$ cat config.mk
export PLATFORM = sky130hd
export DESIGN_NAME = transpose_bank_controller
export DESIGN_NICKNAME = d
export VERILOG_FILES = /design/src/rtl/transpose_bank_controller.sv
export SDC_FILE = /design/constraint.sdc
export NUM_CORES = 1
export LEC_CHECK = 0
export CORE_MARGIN = 2
export CORE_UTILIZATION = 34
export DETAILED_ROUTE_END_ITERATION = 7
export PLACE_DENSITY = 0.83
export SETUP_SLACK_MARGIN = 0.1
export SYNTH_ARGS = -nofsm -noshare
export SYNTH_HDL_FRONTEND = slang
export SYNTH_SLANG_ARGS = --single-unit
$ cat constraint.sdc
create_clock -name clk -period 4.35 [get_ports clk]
set_input_delay 1.305 -clock clk [delete_from_list [all_inputs] [get_ports clk]]
set_output_delay 1.305 -clock clk [all_outputs]
set_load 0.01 [all_outputs]
$ cat src/rtl/transpose_bank_controller.sv
// Ping-pong transpose bank sequencer: skewed row writes, look-ahead column reads.
// Optional stall counters are enabled with `define TRANSPOSE_CTRL_PERF_EN.
module transpose_bank_controller #(
  parameter  int NUM_PE     = 8,
  localparam int ADDR_WIDTH = $clog2(NUM_PE)
) (
  input  logic                           clk,
  input  logic                           rst_n,
  input  logic                           in_valid,
  output logic                           in_ready,
  output logic                           out_valid,
  input  logic                           out_ready,
  output logic                           out_last,
  output logic [ADDR_WIDTH-1:0]          wr_rot,
  output logic [ADDR_WIDTH-1:0]          rd_rot,
  output logic                           rd_buf_sel,
  output logic [NUM_PE-1:0]              we0,
  output logic [NUM_PE-1:0]              we1,
  output logic [NUM_PE*ADDR_WIDTH-1:0]   waddr0,
  output logic [NUM_PE*ADDR_WIDTH-1:0]   waddr1,
  output logic [NUM_PE*ADDR_WIDTH-1:0]   raddr0,
  output logic [NUM_PE*ADDR_WIDTH-1:0]   raddr1
`ifdef TRANSPOSE_CTRL_PERF_EN
  ,
  output logic [31:0]                    in_stall_cnt,
  output logic [31:0]                    out_stall_cnt
`endif
);

  typedef enum logic {S_IDLE, S_ACTIVE} state_t;

  localparam logic [ADDR_WIDTH-1:0] LAST_ROW = ADDR_WIDTH'(NUM_PE - 1);
  localparam logic [ADDR_WIDTH-1:0] LSB_ONE  = ADDR_WIDTH'(1);

  logic                  r_wr_buf;
  logic [ADDR_WIDTH-1:0] r_wr_row;
  logic [1:0]            r_full;
  logic                  r_rd_buf;
  logic [ADDR_WIDTH-1:0] r_rd_row;
  state_t                r_state;

  logic                  w_wr_fire;
  logic                  w_rd_fire;
  logic                  w_wr_done;
  logic                  w_rd_done;
  logic [1:0]            w_full_nxt;
  logic [1:0]            w_wr_set;
  state_t                w_next_state;
  logic [ADDR_WIDTH-1:0] w_next_row;
  logic                  w_next_buf;
  logic [ADDR_WIDTH-1:0] w_ra;

  assign in_ready   = !r_full[r_wr_buf];
  assign w_wr_fire  = in_valid && in_ready;
  assign out_valid  = (r_state == S_ACTIVE);
  assign w_rd_fire  = out_valid && out_ready;
  assign w_wr_done  = w_wr_fire && (r_wr_row == LAST_ROW);
  assign w_rd_done  = w_rd_fire && (r_rd_row == LAST_ROW);
  assign wr_rot     = r_wr_row;
  assign rd_rot     = r_rd_row;
  assign rd_buf_sel = r_rd_buf;
  assign out_last   = out_valid && (r_rd_row == LAST_ROW);
  // A set is write-owned only while it is not full; a full set belongs to the reader.
  assign w_wr_set   = {r_wr_buf && in_ready, !r_wr_buf && in_ready};

  always_comb begin
    w_full_nxt = r_full;
    if (w_wr_done) w_full_nxt[r_wr_buf] = 1'b1;
    if (w_rd_done) w_full_nxt[r_rd_buf] = 1'b0;
  end

  always_comb begin
    w_next_state = r_state;
    w_next_row   = r_rd_row;
    w_next_buf   = r_rd_buf;
    case (r_state)
      S_IDLE: begin
        if (r_full[r_rd_buf]) begin
          w_next_state = S_ACTIVE;
          w_next_row   = '0;
        end
      end
      S_ACTIVE: begin
        if (w_rd_fire) begin
          if (r_rd_row == LAST_ROW) begin
            w_next_buf   = !r_rd_buf;
            w_next_row   = '0;
            w_next_state = r_full[!r_rd_buf] ? S_ACTIVE : S_IDLE;
          end else begin
            w_next_row = r_rd_row + 1'b1;
          end
        end
      end
    endcase
  end

  // Read addresses lead the registered row by one cycle to cover bank read latency;
  // non-written sets get raddr^1 on the write port so bank forwarding never hits.
  always_comb begin
    we0    = {NUM_PE{w_wr_fire && !r_wr_buf}};
    we1    = {NUM_PE{w_wr_fire && r_wr_buf}};
    raddr0 = '0;
    raddr1 = '0;
    waddr0 = '0;
    waddr1 = '0;
    w_ra   = '0;
    for (int unsigned b = 0; b < NUM_PE; b++) begin
      w_ra = ADDR_WIDTH'(b) - w_next_row;
      if (w_next_state == S_ACTIVE) begin
        if (w_next_buf) raddr1[b*ADDR_WIDTH +: ADDR_WIDTH] = w_ra;
        else            raddr0[b*ADDR_WIDTH +: ADDR_WIDTH] = w_ra;
      end
      waddr0[b*ADDR_WIDTH +: ADDR_WIDTH] = w_wr_set[0] ? r_wr_row
                                         : (raddr0[b*ADDR_WIDTH +: ADDR_WIDTH] ^ LSB_ONE);
      waddr1[b*ADDR_WIDTH +: ADDR_WIDTH] = w_wr_set[1] ? r_wr_row
                                         : (raddr1[b*ADDR_WIDTH +: ADDR_WIDTH] ^ LSB_ONE);
    end
  end

  always_ff @(posedge clk or negedge rst_n) begin
    if (!rst_n) begin
      r_wr_buf <= 1'b0;
      r_wr_row <= '0;
      r_full   <= '0;
      r_rd_buf <= 1'b0;
      r_rd_row <= '0;
      r_state  <= S_IDLE;
    end else begin
      r_full <= w_full_nxt;
      if (w_wr_fire) begin
        if (r_wr_row == LAST_ROW) begin
          r_wr_row <= '0;
          r_wr_buf <= !r_wr_buf;
        end else begin
          r_wr_row <= r_wr_row + 1'b1;
        end
      end
      r_state  <= w_next_state;
      r_rd_row <= w_next_row;
      r_rd_buf <= w_next_buf;
    end
  end

`ifdef TRANSPOSE_CTRL_PERF_EN
  logic [31:0] r_in_stall_cnt;
  logic [31:0] r_out_stall_cnt;

  always_ff @(posedge clk or negedge rst_n) begin
    if (!rst_n) begin
      r_in_stall_cnt  <= '0;
      r_out_stall_cnt <= '0;
    end else begin
      if (in_valid && !in_ready && (r_in_stall_cnt != '1))
        r_in_stall_cnt <= r_in_stall_cnt + 1'b1;
      if (out_valid && !out_ready && (r_out_stall_cnt != '1))
        r_out_stall_cnt <= r_out_stall_cnt + 1'b1;
    end
  end

  assign in_stall_cnt  = r_in_stall_cnt;
  assign out_stall_cnt = r_out_stall_cnt;
`endif

endmodule
======== Word-level counts from Yosys, hierarchy flattened ========
Cells that the tools add are included.
storage, ports and cells
  bits in registers ....................... 11
  logic and storage cells ................. 131
  bits of input ports ..................... 4
operators by class
  equal/unequal tests ..................... 2
  reduce and logical (&&, ||, !) cells .... 15
  add/subtract/negate cells ............... 10
  mux-type cells .......................... 73
  order comparisons ....................... 5
  bitwise gates (word level) .............. 20
operator list
  cell                                                count
  2-to-1 mux 3 bit                                    52
  inverter 1 bit                                      17
  2-to-1 mux 1 bit                                    15
  subtractor 3 bit, first input constant              4
  logical AND 1 bit                                   11
  adder 3 x 1 -> 3 bit, second input constant         2
  equality test 3 bit, second input constant          2
  < comparator 1 x 2 -> 1 bit, second input constant  3
  case mux 3 bit (2 select lines)                     1
  subtractor 1 x 3 -> 3 bit, first input constant     2
  subtractor 2 x 3 -> 3 bit, first input constant     2
  2-to-1 mux 2 bit                                    2
  zero test 1 bit                                     3
  AND 2 bit                                           1
  demux 1 bit (select 1 bit)                          2
  >= comparator 1 bit, second input constant          2
  inverter 2 bit                                      1
  bitwise OR 2 bit                                    1
  case mux 1 bit (2 select lines)                     1
  AND reduction 2 bit                                 1

======== Depth between registers and ports, before layout ========
  depth in word-level cells ............... 10
  gate-level depth with buffers ........... 9

======== Worst setup path before layout ========
Ideal clock, no wire load.
  path kind ............................... input -> output
  start point ............................. input port out_ready
  end point ............................... output port waddr1[19]
  setup slack ............................. 156 ps
  stages on the path ...................... 8
  buffers on the path ..................... 3
  arrival time ............................ 2,889 ps
  path through ............................ buf_2 -> mux2_2 -> a22o_1 -> buf_6 -> inv_6 -> nor3_1 -> o31ai_1 -> buf_4
on the way
  cells in the longest elaborated chain, start to end .. 7
  elaborated cells between the ends (all ways) .. 11
  classes of those cells .................. add/sub: 1; mux: 9; reduce/logical: 1
RTL lines
  what                             line  RTL
  start, declared                  12    input logic out_ready,
  logical AND 1 bit                56    assign w_rd_fire = out_valid && out_ready;
  2-to-1 mux 3 bit                 84    if (w_rd_fire) begin
  case mux 3 bit (2 select lines)  76    case (r_state)
  net w_next_row[1]                49    logic [ADDR_WIDTH-1:0] w_next_row;
  subtractor 3 bit                 108   w_ra = ADDR_WIDTH'(b) - w_next_row;
  2-to-1 mux 3 bit                 110   if (w_next_buf) raddr1[b*ADDR_WIDTH +: ADDR_WIDTH] = w_ra;
  2-to-1 mux 3 bit                 109   if (w_next_state == S_ACTIVE) begin
  2-to-1 mux 3 bit                 115   waddr1[b*ADDR_WIDTH +: ADDR_WIDTH] = w_wr_set[1] ? r_wr_row
  end, declared                    20    output logic [NUM_PE*ADDR_WIDTH-1:0] waddr1,
The timed path passes the listed nets, and every way through them passes these cells.

======== Worst setup path after layout ========
  start point ............................. input port out_ready
  end point ............................... output port waddr0[7]
on the way
  cells in the longest elaborated chain, start to end .. 7
  elaborated cells between the ends (all ways) .. 11
  classes of those cells .................. add/sub: 1; mux: 9; reduce/logical: 1
RTL lines
  what                             line  RTL
  logical AND 1 bit (*)            56
  2-to-1 mux 3 bit                 84
  case mux 3 bit (2 select lines)  76
  subtractor 2 x 3 -> 3 bit        108
  2-to-1 mux 3 bit                 110
  2-to-1 mux 3 bit (*)             109
  2-to-1 mux 3 bit (*)             113   waddr0[b*ADDR_WIDTH +: ADDR_WIDTH] = w_wr_set[0] ? r_wr_row
  end, declared                    19    output logic [NUM_PE*ADDR_WIDTH-1:0] waddr0,
Mark *: on every way between the ends. The rest lies on a longest branch, timed or not.

==> results.yml <==
outcome:
  outcome: "finished clean"
die:
  dieArea_sq_um: 5200
  fp.dieW_microns: 72.1
  pin_count: 126
  start_util: 0.357
  core_sq_um: 4410
  die_h_microns: 72.1
  row_count: 24
cts:
  clk_pin_slew_worst_paths_ns: 0.05
  cts_buffers: 3
  cts-root-buf: "clkbuf_8"
  clkLatencyLatePin_ns: 0.24
  cts_sinks: 11
  clockBufferDepth: 2
  htreeDepth: 1
  cts_tree: "done"
synth:
  synth-xor-area-share: 0.0539
  synthMuxAreaShare: 0.0492
  ys_seq_area_frac: 0.174
  synthSimpleGateAreaFrac: 0.174
  ys_warn_count: 0
  async_flop_share: 1.00
  ys_ff_latch: 11
  synth_top_family_by_area: "buffers and inverters"
  synth_nets: 219
  synth_cells: 209
  netlist_area_sq_um: 1580
  synthFlopType: "dfrtp_1"
  synth-compound-area-share: 0.188
  synth_cell_types: 42
  synth_edf_count: 0
  yosys.area_share.adder: 0.0476
  postSynthAreaPerCell_sq_um: 7.55
placed_design:
  dp_hpwl_mm: 4.17
  io_buffers: 125
  gp_congestion: 0.818
layout:
  diodes: 0
  areaGrowthSynthToFinish_pct: 70.7
  seqCellArea_sq_um: 275
  drive_gt1_frac: 0.280
  multi_input_area_sq_um: 986
  final_util: 0.610
  nNetsFinal: 311
  n_fill_cell: 382
routing:
  post_drt_wl_per_cell_microns: 16.1
  firstDrtPassIters: 5
  wl_mm: 5.68
  drtIter0Drc: 131
  antenna_left: 0
  avgViaCountPerCell: 5.25
  vias: 1849
  drc_errors: 0
sta:
  fin_setup_tns_ns: 0
  period_needed_ns: 4.22
  relSlewSlack: 0.577
  finalSetupViolCount: 0
  period_share: 0.970
  fin_skew_ns: 0.000926
  max_slew.worst_pin.slew_ns: 0.634
  hold_viol: 0
  slew_viol_final: 0
  hold_slack_ns: 0.625
  rsz0062_at_grt: "true"
  fmax_ghz: 0.237
hold_path:
  hp-class: "flop to flop"
run:
  maxCapViolCount: 0
setup_path:
  cp_max_fo: 9
  critPathArrivalTime_ns: 2.91
  worstSetupEndpointType: "output port"
  worstSetupPathType: "primary input to output port"
  worstPathRequired_ns: 3.04
  crit_path_start_kind: "primary input"
global_routing:
  grt_pass1_wl_mm: 8.42
  grt_use_total: 0.205
  grt-ovfl-total: 0
  grt_pass1_vias: 1747
  antenna_found_initial: 0
  grt_max_degree: 18
## logic make-up (layout without fill, tap and decap cells)
logic type | after synthesis | count (layout)
compound gates | 46 | 46
xor+xnor | 8 | 8
fa+ha+maj | 6 | 6
buf+inv | 70 | 161
flops | 11 | 11
mux | 6 | 6
simple gates | 62 | 62
## layout by cell type (no fill, tap or decap), drive strengths merged, types with 2 or more instances in the layout
cell type,instances
nor3,6
and3,2
mux2,4
inv,6
and2,3
clkdlybuf4s15,11
clkbuf,15
nor2b,3
buf,34
o31ai,3
clkdlybuf4s50,29
dfrtp,11
o32a,2
mux2i,2
nor2,34
nand2,9
o21ai,22
nand3,2
dlygate4sd2,66
a21oi,6
xnor2,8
ha,6
a31oi,5
## worst max-delay path, cell delays in order
cell	delay, ns
buf_2	0.12
buf_4	0.14
and3_1	0.22
nor3_1	0.21
a31oi_1	0.10
buf_4	0.21
o31ai_2	0.31
clkdlybuf4s15_2	0.29
## synthesized netlist by cell type (all sizes together), types with 2 or more instances
master / n / area (sq um)
ha: 6 / 75.1
and3: 2 / 12.5
a31oi: 5 / 31.3
nor2: 34 / 130
o21ai: 22 / 110
nor2b: 3 / 18.8
o32a: 2 / 20.0
nand3: 2 / 10.0
nor3: 6 / 30.0
nand2: 9 / 33.8
buf: 63 / 459
mux2: 4 / 45.0
o31ai: 3 / 27.5
dfrtp: 11 / 275
xnor2: 8 / 85.1
a21oi: 6 / 30.0
mux2i: 2 / 32.5
inv: 6 / 30.0
and2: 3 / 18.8
## timing repair
item / 4_1_cts / 5_1_grt
hold buffers: 0 / 0
setup endpoints to repair: 96 / 55
resized for setup: 163 / 28
setup buffers: 2 / 0
pin swaps: 5 / 6
## path summary, 6_finish.rpt
path,slack [ns],cells after the start,from,endpoint
max reg2reg,2.44,6,rd_rot[0],rd_rot[2]
max in group asynchronous,2.60,1,rst_n,r_full[1]
min in group asynchronous,1.41,1,rst_n,wr_rot[2]
min reg2reg,0.62,1,wr_rot[2],wr_rot[2]
min,0.62,1,wr_rot[2],wr_rot[2]
max,0.13,8,out_ready,waddr0[7]
## flip-flops by register name, indices dropped and copies added (netlist names)
name,cells
wr_rot,3
out_valid,1
rd_rot,3
rd_buf_sel,1
r_full,2
r_wr_buf,1
## per-stage QoR
stage | cells | worst slack (ns) | cell area (sq um)
after global routing | 352 | 0.0885 | 2690
final | 352 | 0.130 | 2690
after floorplan | 209 | 0.156 | 1580
after detailed placement | 346 | -0.646 | 2620
after global placement | 346 | -0.595 | 2620
after CTS | 352 | 0.0648 | 2720
## metal layers
| layer | vias to the layer above | GRT usage | wire, microns |
|---|---|---|---|
| met5 | - | 0 | 0 |
| met4 | 0 | 0.0985 | 229 |
| met3 | 28 | 0.0292 | 388 |
| met2 | 119 | 0.352 | 2790 |
| met1 | 862 | 0.250 | 2270 |
| li1 | 840 | - | - |
## layout make-up
type	instances	area share
Inverter	6	0.0111
Tap cell	52	0.0242
Clock buffer	4	0.0167
Multi-Input combinational cell	128	0.366
Sequential cell	11	0.102
Timing Repair Buffer	151	0.480
Power is not shown: default switching activity piles up to over one toggle a cycle in this logic, so the estimate is an artifact.
